<file path="src/rtl/rs_encoder_15_11_if.sv">
// Stream interface for the RS(15,11) encoder: data symbols in, codeword symbols out.
// The IN_ABORT signal exists only when RS_ENC_ABORT_EN is defined.
interface rs_encoder_15_11_if;
   localparam int unsigned SYM_W = 4;

   logic             IN_VALID;
   logic [SYM_W-1:0] IN_SYMBOL;
   logic             IN_READY;
   logic             OUT_VALID;
   logic [SYM_W-1:0] OUT_SYMBOL;
   logic             OUT_SOF;
   logic             OUT_EOF;
   logic             OUT_READY;
`ifdef RS_ENC_ABORT_EN
   logic             IN_ABORT;
`endif

   modport slave (
`ifdef RS_ENC_ABORT_EN
      input  IN_ABORT,
`endif
      input  IN_VALID, IN_SYMBOL, OUT_READY,
      output IN_READY, OUT_VALID, OUT_SYMBOL, OUT_SOF, OUT_EOF
   );

   modport master (
`ifdef RS_ENC_ABORT_EN
      output IN_ABORT,
`endif
      output IN_VALID, IN_SYMBOL, OUT_READY,
      input  IN_READY, OUT_VALID, OUT_SYMBOL, OUT_SOF, OUT_EOF
   );
endinterface

</file>
<file path="src/rtl/rs_encoder_15_11.sv">
// Systematic RS(15,11) encoder over GF(16), p(x)=x^4+x+1: echoes 11 data symbols, then 4 LFSR parity symbols.
// Optional feature macro: RS_ENC_ABORT_EN (adds synchronous frame abort via IN_ABORT).
module rs_encoder_15_11 (
   input  logic                CLK,
   input  logic                RESET_GLOBAL,
   rs_encoder_15_11_if.slave   bus
);
   localparam int unsigned SYM_W = 4;
   localparam int unsigned N     = 15;
   localparam int unsigned K     = 11;
   localparam int unsigned PAR   = N - K;
   localparam int unsigned CNT_W = 4;

   localparam logic [SYM_W-1:0] G3 = 4'hD;
   localparam logic [SYM_W-1:0] G2 = 4'hC;
   localparam logic [SYM_W-1:0] G1 = 4'h8;
   localparam logic [SYM_W-1:0] G0 = 4'h7;

   typedef enum logic {ST_DATA, ST_PARITY} state_t;

   // Multiply by alpha, reducing x^4 back to x+1.
   function automatic logic [SYM_W-1:0] gf_xtime(input logic [SYM_W-1:0] a);
      return {a[SYM_W-2:0], 1'b0} ^ (a[SYM_W-1] ? 4'h3 : 4'h0);
   endfunction

   // Shift-and-add multiply; with a constant operand this folds to an XOR network.
   function automatic logic [SYM_W-1:0] gf_mul(input logic [SYM_W-1:0] a,
                                               input logic [SYM_W-1:0] b);
      logic [SYM_W-1:0] acc;
      logic [SYM_W-1:0] sh;
      acc = '0;
      sh  = a;
      for (int i = 0; i < SYM_W; i++) begin
         if (b[i]) acc = acc ^ sh;
         sh = gf_xtime(sh);
      end
      return acc;
   endfunction

   state_t                      r_state;
   logic [CNT_W-1:0]            r_count;
   logic [PAR-1:0][SYM_W-1:0]   r_lfsr;
   logic                        r_out_valid;
   logic [SYM_W-1:0]            r_out_symbol;
   logic                        r_out_sof;
   logic                        r_out_eof;

   state_t                      w_state;
   logic [CNT_W-1:0]            w_count;
   logic [PAR-1:0][SYM_W-1:0]   w_lfsr;
   logic                        w_out_valid;
   logic [SYM_W-1:0]            w_out_symbol;
   logic                        w_out_sof;
   logic                        w_out_eof;
   logic [SYM_W-1:0]            w_fb;
   logic                        w_slot_free;
   logic                        w_in_ready;
   logic                        w_accept;
   logic                        w_abort;

`ifdef RS_ENC_ABORT_EN
   assign w_abort = bus.IN_ABORT;
`else
   assign w_abort = 1'b0;
`endif

   assign w_slot_free = !r_out_valid || bus.OUT_READY;
   assign w_in_ready  = (r_state == ST_DATA) && w_slot_free && !w_abort;
   assign w_accept    = w_in_ready && bus.IN_VALID;

   // Next-state, LFSR and output-register logic.
   always_comb begin
      w_state      = r_state;
      w_count      = r_count;
      w_lfsr       = r_lfsr;
      w_out_valid  = r_out_valid;
      w_out_symbol = r_out_symbol;
      w_out_sof    = r_out_sof;
      w_out_eof    = r_out_eof;
      w_fb         = '0;

      if (w_abort) begin
         w_state     = ST_DATA;
         w_count     = '0;
         w_lfsr      = '0;
         w_out_valid = 1'b0;
         w_out_sof   = 1'b0;
         w_out_eof   = 1'b0;
      end else begin
         case (r_state)
            ST_DATA: begin
               if (w_accept) begin
                  w_fb         = bus.IN_SYMBOL ^ r_lfsr[PAR-1];
                  w_lfsr[3]    = r_lfsr[2] ^ gf_mul(w_fb, G3);
                  w_lfsr[2]    = r_lfsr[1] ^ gf_mul(w_fb, G2);
                  w_lfsr[1]    = r_lfsr[0] ^ gf_mul(w_fb, G1);
                  w_lfsr[0]    = gf_mul(w_fb, G0);
                  w_out_symbol = bus.IN_SYMBOL;
                  w_out_valid  = 1'b1;
                  w_out_sof    = (r_count == '0);
                  w_out_eof    = 1'b0;
                  if (r_count == CNT_W'(K - 1)) begin
                     w_state = ST_PARITY;
                     w_count = '0;
                  end else begin
                     w_count = r_count + CNT_W'(1);
                  end
               end else if (w_slot_free) begin
                  w_out_valid = 1'b0;
                  w_out_sof   = 1'b0;
                  w_out_eof   = 1'b0;
               end
            end
            ST_PARITY: begin
               if (w_slot_free) begin
                  w_out_symbol = r_lfsr[PAR-1];
                  w_out_valid  = 1'b1;
                  w_out_sof    = 1'b0;
                  w_out_eof    = (r_count == CNT_W'(PAR - 1));
                  w_lfsr       = {r_lfsr[PAR-2:0], SYM_W'(0)};
                  if (r_count == CNT_W'(PAR - 1)) begin
                     w_state = ST_DATA;
                     w_count = '0;
                  end else begin
                     w_count = r_count + CNT_W'(1);
                  end
               end
            end
            default: w_state = ST_DATA;
         endcase
      end
   end

   always_ff @(posedge CLK or posedge RESET_GLOBAL) begin
      if (RESET_GLOBAL) begin
         r_state      <= ST_DATA;
         r_count      <= '0;
         r_lfsr       <= '0;
         r_out_valid  <= 1'b0;
         r_out_symbol <= '0;
         r_out_sof    <= 1'b0;
         r_out_eof    <= 1'b0;
      end else begin
         r_state      <= w_state;
         r_count      <= w_count;
         r_lfsr       <= w_lfsr;
         r_out_valid  <= w_out_valid;
         r_out_symbol <= w_out_symbol;
         r_out_sof    <= w_out_sof;
         r_out_eof    <= w_out_eof;
      end
   end

   assign bus.IN_READY   = w_in_ready;
   assign bus.OUT_VALID  = r_out_valid;
   assign bus.OUT_SYMBOL = r_out_symbol;
   assign bus.OUT_SOF    = r_out_sof;
   assign bus.OUT_EOF    = r_out_eof;
endmodule

</file>
<file path="src/flat_wrapper.sv">
// flat-port wrapper written by rule: the top's interface ports become plain ports
module rs_encoder_15_11_flat 
  (CLK, RESET_GLOBAL, bus_IN_VALID, bus_IN_SYMBOL, bus_OUT_READY, bus_IN_READY, bus_OUT_VALID, bus_OUT_SYMBOL, bus_OUT_SOF, bus_OUT_EOF);
  rs_encoder_15_11_if bus_i ();
  input  logic CLK;
  input  logic RESET_GLOBAL;
  input wire logic [$bits(bus_i.IN_VALID)-1:0] bus_IN_VALID;
  input wire logic [$bits(bus_i.IN_SYMBOL)-1:0] bus_IN_SYMBOL;
  input wire logic [$bits(bus_i.OUT_READY)-1:0] bus_OUT_READY;
  output wire logic [$bits(bus_i.IN_READY)-1:0] bus_IN_READY;
  output wire logic [$bits(bus_i.OUT_VALID)-1:0] bus_OUT_VALID;
  output wire logic [$bits(bus_i.OUT_SYMBOL)-1:0] bus_OUT_SYMBOL;
  output wire logic [$bits(bus_i.OUT_SOF)-1:0] bus_OUT_SOF;
  output wire logic [$bits(bus_i.OUT_EOF)-1:0] bus_OUT_EOF;
  assign bus_i.IN_VALID = bus_IN_VALID;
  assign bus_i.IN_SYMBOL = bus_IN_SYMBOL;
  assign bus_i.OUT_READY = bus_OUT_READY;
  assign bus_IN_READY = bus_i.IN_READY;
  assign bus_OUT_VALID = bus_i.OUT_VALID;
  assign bus_OUT_SYMBOL = bus_i.OUT_SYMBOL;
  assign bus_OUT_SOF = bus_i.OUT_SOF;
  assign bus_OUT_EOF = bus_i.OUT_EOF;
  rs_encoder_15_11 u_core (.CLK(CLK), .RESET_GLOBAL(RESET_GLOBAL), .bus(bus_i));
endmodule
</file>
<file path="config.mk">
export PLATFORM = sky130hd
export DESIGN_NAME = rs_encoder_15_11_flat
export DESIGN_NICKNAME = d
export VERILOG_FILES = /design/src/rtl/rs_encoder_15_11_if.sv /design/src/rtl/rs_encoder_15_11.sv /design/src/flat_wrapper.sv
export SDC_FILE = /design/constraint.sdc
export NUM_CORES = 1
export LEC_CHECK = 0
export CAP_MARGIN = 15
export CORE_ASPECT_RATIO = 0.75
export CORE_MARGIN = 8
export CORE_UTILIZATION = 34
export DETAILED_ROUTE_END_ITERATION = 8
export SKIP_CTS_REPAIR_TIMING = 1
export SYNTH_ARGS = -nofsm -noshare
export SYNTH_HDL_FRONTEND = slang
export SYNTH_SLANG_ARGS = --single-unit
</file>
<file path="constraint.sdc">
create_clock -name CLK -period 4.5 [get_ports CLK]
set_input_delay 1.125 -clock CLK [delete_from_list [all_inputs] [get_ports CLK]]
set_output_delay 1.125 -clock CLK [all_outputs]
set_load 0.02 [all_outputs]
</file>
==> load_flow_metrics.sql <==
INSERT INTO impl_metrics (metric_group, metric, value, unit) VALUES
('status', 'outcome', 'complete, no violations', ''),
('synth', 'syn_avg_cell_area', '9.903', 'um^2'),
('synth', 'yosysUniqueCellTypes', '36', ''),
('global_routing', 'globalRouteTotalUtil', '9.836', '%'),
('die', 'core_region_area', '0.004519', 'mm^2'),
('sta', 'timing_worst_slew_pin_value', '1.047', 'ns'),
('routing', 'total_detailed_routing_wirelength', '3166', 'um'),
('synth', 'postSynth.topFlopCell', 'dfrtp_1', ''),
('sta', 'rsz0062_at_grt', 'false', ''),
('setup_path', 'worst_ep_required_time', '3.38', 'ns'),
('sta', 'clock_skew', '0.0009779', 'ns'),
('clock_network', 'number_of_buffers_between_clock_root_and_the_deepest_sink', '2', ''),
('finish', 'design.final.nets', '185', ''),
('setup_path', 'critical_path.max_fanout', '10', ''),
('placed_design', 'place.port_buffers', '15', ''),
('clock_network', 'cts_root_buffer', 'clkbuf_8', ''),
('finish', 'fillers', '443', ''),
('routing', 'drt_drc_violations_left', '0', ''),
('synth', 'synth_cells', '164', ''),
('synth', 'yosys_warnings', '0', ''),
('routing', 'final_antenna_net_count', '0', ''),
('routing', 'drt_first_iter_violations', '57', ''),
('finish', 'insertedDiodeCount', '0', ''),
('finish', 'drive_above_1_share', '5.848', '%'),
('setup_path', 'worst_ep_arrival_time', '2.65', 'ns'),
('sta', 'min_period', '3.777', 'ns'),
('finish', 'multi_input_area', '827.0', 'um^2'),
('setup_path', 'startpoint_of_the_lowest_slack_register_to_register_path', 'u_core.r_state', ''),
('placed_design', 'hpwlAfterDp', '2123', 'um'),
('clock_network', 'worstSkewPairLatency', '0.27', 'ns'),
('sta', 'report.final.slew_viol_count', '0', ''),
('routing', 'vias', '1186', ''),
('synth', 'asyncSetResetFlopFracSynth', '100.0', '%'),
('finish', 'syn2layout_area_growth', '13.56', '%'),
('global_routing', 'overflow', '0', ''),
('global_routing', 'grt_first_pass_wirelength', '5664', 'um'),
('setup_path', 'worstSetupPathType', 'input port to output port', ''),
('die', 'num_rows', '21', ''),
('worst_hold_path', 'hold_start', 'u_core.bus.OUT_SYMBOL[1]', ''),
('clock_network', 'clock_sink_count', '28', ''),
('clock_network', 'cts_tree', 'built', ''),
('setup_path', 'reg2reg_setup_slack', '1.96', 'ns'),
('sta', 'post-route-period-util', '83.93', '%'),
('finish', 'most-common-layout-cells', '28 x dfrtp_1, 18 x o21ai_0, 16 x nor2_1', ''),
('flow_run', 'maxCapViolCount', '0', ''),
('setup_path', 'timing.reg2reg.worst_path_depth', '5', ''),
('finish', 'seq_area', '700.7', 'um^2'),
('global_routing', 'grt_max_degree', '36', ''),
('placed_design', 'place.gp.congestion', '0.8269', ''),
('routing', 'drtPass1Iterations', '4', ''),
('routing', 'routed_via_density', '5.202', ''),
('setup_path', 'critPathCaptureType', 'output port', ''),
('sta', 'fin_tns_setup', '0', 'ns'),
('synth', 'synth.ff_latch_count', '28', ''),
('setup_path', 'timing.rr.end', 'u_core.r_lfsr[12]', ''),
('power', 'p_leak', '0.7709', 'nW'),
('global_routing', 'grt_antenna_before_repair', '0', ''),
('sta', 'max_slew_margin', '30.20', '%'),
('global_routing', 'number_of_global_route_vias_before_repair', '1191', ''),
('worst_hold_path', 'holdPathEnd', 'u_core.bus.OUT_SYMBOL[1]', ''),
('sta', 'timing.fmax', '264.8', 'MHz'),
('die', 'initial_core_util', '35.94', '%'),
('synth', 'synth-edff-count', '0', ''),
('clock_network', 'cts_made_buffers', '3', ''),
('die', 'die-height', '75.86', 'um'),
('synth', 'synthesis.nets', '176', ''),
('sta', 'hold-worst-slack', '0.4979', 'ns'),
('sta', 'hold_viol_final', '0', ''),
('die', 'die_width', '95.81', 'um'),
('worst_hold_path', 'hp-class', 'flop to flop', ''),
('setup_path', 'worstSetupStartpointType', 'input port', ''),
('routing', 'routedWlPerCell', '13.89', 'um'),
('die', 'dieArea', '0.007267', 'mm^2'),
('synth', 'syn-cell-area', '0.001624', 'mm^2'),
('clock_network', 'cts_htree_levels', '1', ''),
('power', 'worst_ir_drop_vdd', '0.2553', 'mV'),
('clock_network', 'worst_setup_hold_path_clk_slew', '0.09', 'ns'),
('die', 'io_pins', '16', ''),
('sta', 'final_setup_vio_count', '0', ''),
('power', 'power_per_cell_area', '722.0', 'mW/mm^2'),
('worst_hold_path', 'timing.hold.worst_path_depth', '2', ''),
('synth', 'synth_seq_area_share', '43.14', '%'),
('finish', 'most_common_library_cell_in_the_layout_ignoring_fill_and_taps', 'dfrtp_1', '');
[per-layer routing]
metal  global-route usage [%]  wire, um  vias to the layer above
li1                         -         -                      590
met1                    11.92      1514                      579
met2                    17.30      1506                       15
met3                    2.165       108                        2
met4                    2.547        36                        0
met5                        0         0                        -
[sequential cells by signal, summed over array words and instances (netlist names)]
| signal | flops |
|---|---|
| u_core.bus.OUT_SYMBOL | 4 |
| u_core.r_count | 4 |
| u_core.r_lfsr | 16 |
| u_core.bus.OUT_SOF | 1 |
| u_core.bus.OUT_VALID | 1 |
| u_core.r_state | 1 |
| u_core.bus.OUT_EOF | 1 |
[worst max path at each step]
stage                             start           end  slack [ns]  depth (start not counted)
after global placement    bus_OUT_READY  bus_IN_READY        0.78                          4
final                     bus_OUT_READY  bus_IN_READY        0.72                          4
after detailed placement  bus_OUT_READY  bus_IN_READY        0.73                          4
after floorplan           bus_OUT_READY  bus_IN_READY        1.79                          3
after CTS                 bus_OUT_READY  bus_IN_READY        0.73                          4
after global routing      bus_OUT_READY  bus_IN_READY        0.65                          4
[kinds of logic (layout without fill, tap and decap cells)]
logic type | count (synthesis) | count (layout) | share of synthesized area, %
AND/OR/NAND/NOR | 49 | 49 | 15.02
AO/OA/AOI/OAI | 42 | 42 | 16.49
flip-flops | 28 | 28 | 43.14
XOR/XNOR | 19 | 19 | 13.87
buffers and inverters | 18 | 25 | 5.932
adder cells (fa/ha/maj) | 4 | 4 | 3.082
multiplexers | 4 | 4 | 2.465
[worst max-delay path, cell delays in order]
cell and delay (ns):
clkdlybuf4s50_1 0.40, nor2b_1 0.48, nor2_1 0.08, clkdlybuf4s50_1 0.57
[report_power, final]
| part | leakage, nW | total (mW) | switching (mW) | internal [mW] |
|---|---|---|---|---|
| registers | 0.338 | 0.496 | 0.135 | 0.360 |
| clock network | 0.0216 | 0.135 | 0.0753 | 0.0601 |
| logic | 0.411 | 0.701 | 0.349 | 0.352 |
[cell type report]
class                   instances  share of cell area [%]
repair buffers                 17                   10.04
multi-input cells             118                   44.84
clock buffers                   3                   2.239
inverters                       5                   1.018
well taps                      57                   3.867
flip-flops and latches         28                   37.99
[stage by stage]
stage	util [%]	worst slack (ns)	power, mW	area, um^2	cells
floorplan	-	1.791	1.050	1624	164
global placement	39.29	0.7769	1.172	1775	224
detailed placement	39.29	0.7342	1.202	1775	224
CTS	40.20	0.7293	1.342	1817	227
global route	40.81	0.6524	1.468	1844	228
finish	40.81	0.7232	1.332	1844	228
[cell usage after synthesis, drive strengths merged (2+ instances only)]
cell    instances  area share, %
dfrtp          28             43
o21ai          18            5.5
nor2           16            3.7
xnor2          13            8.9
nand2          11            2.5
clkbuf         10            3.6
or3            10            3.9
a31oi           8            3.1
a22o            5            2.7
inv             5            1.2
ha              4            3.1
mux2i           4            2.5
nand3b          4            1.8
xor2            4            2.2
a21oi           3           0.92
a32o            2            1.2
buf             2           0.54
nor3            2           0.62
o221ai          2            1.1
Note: power is estimated with default switching activity, not from simulation.
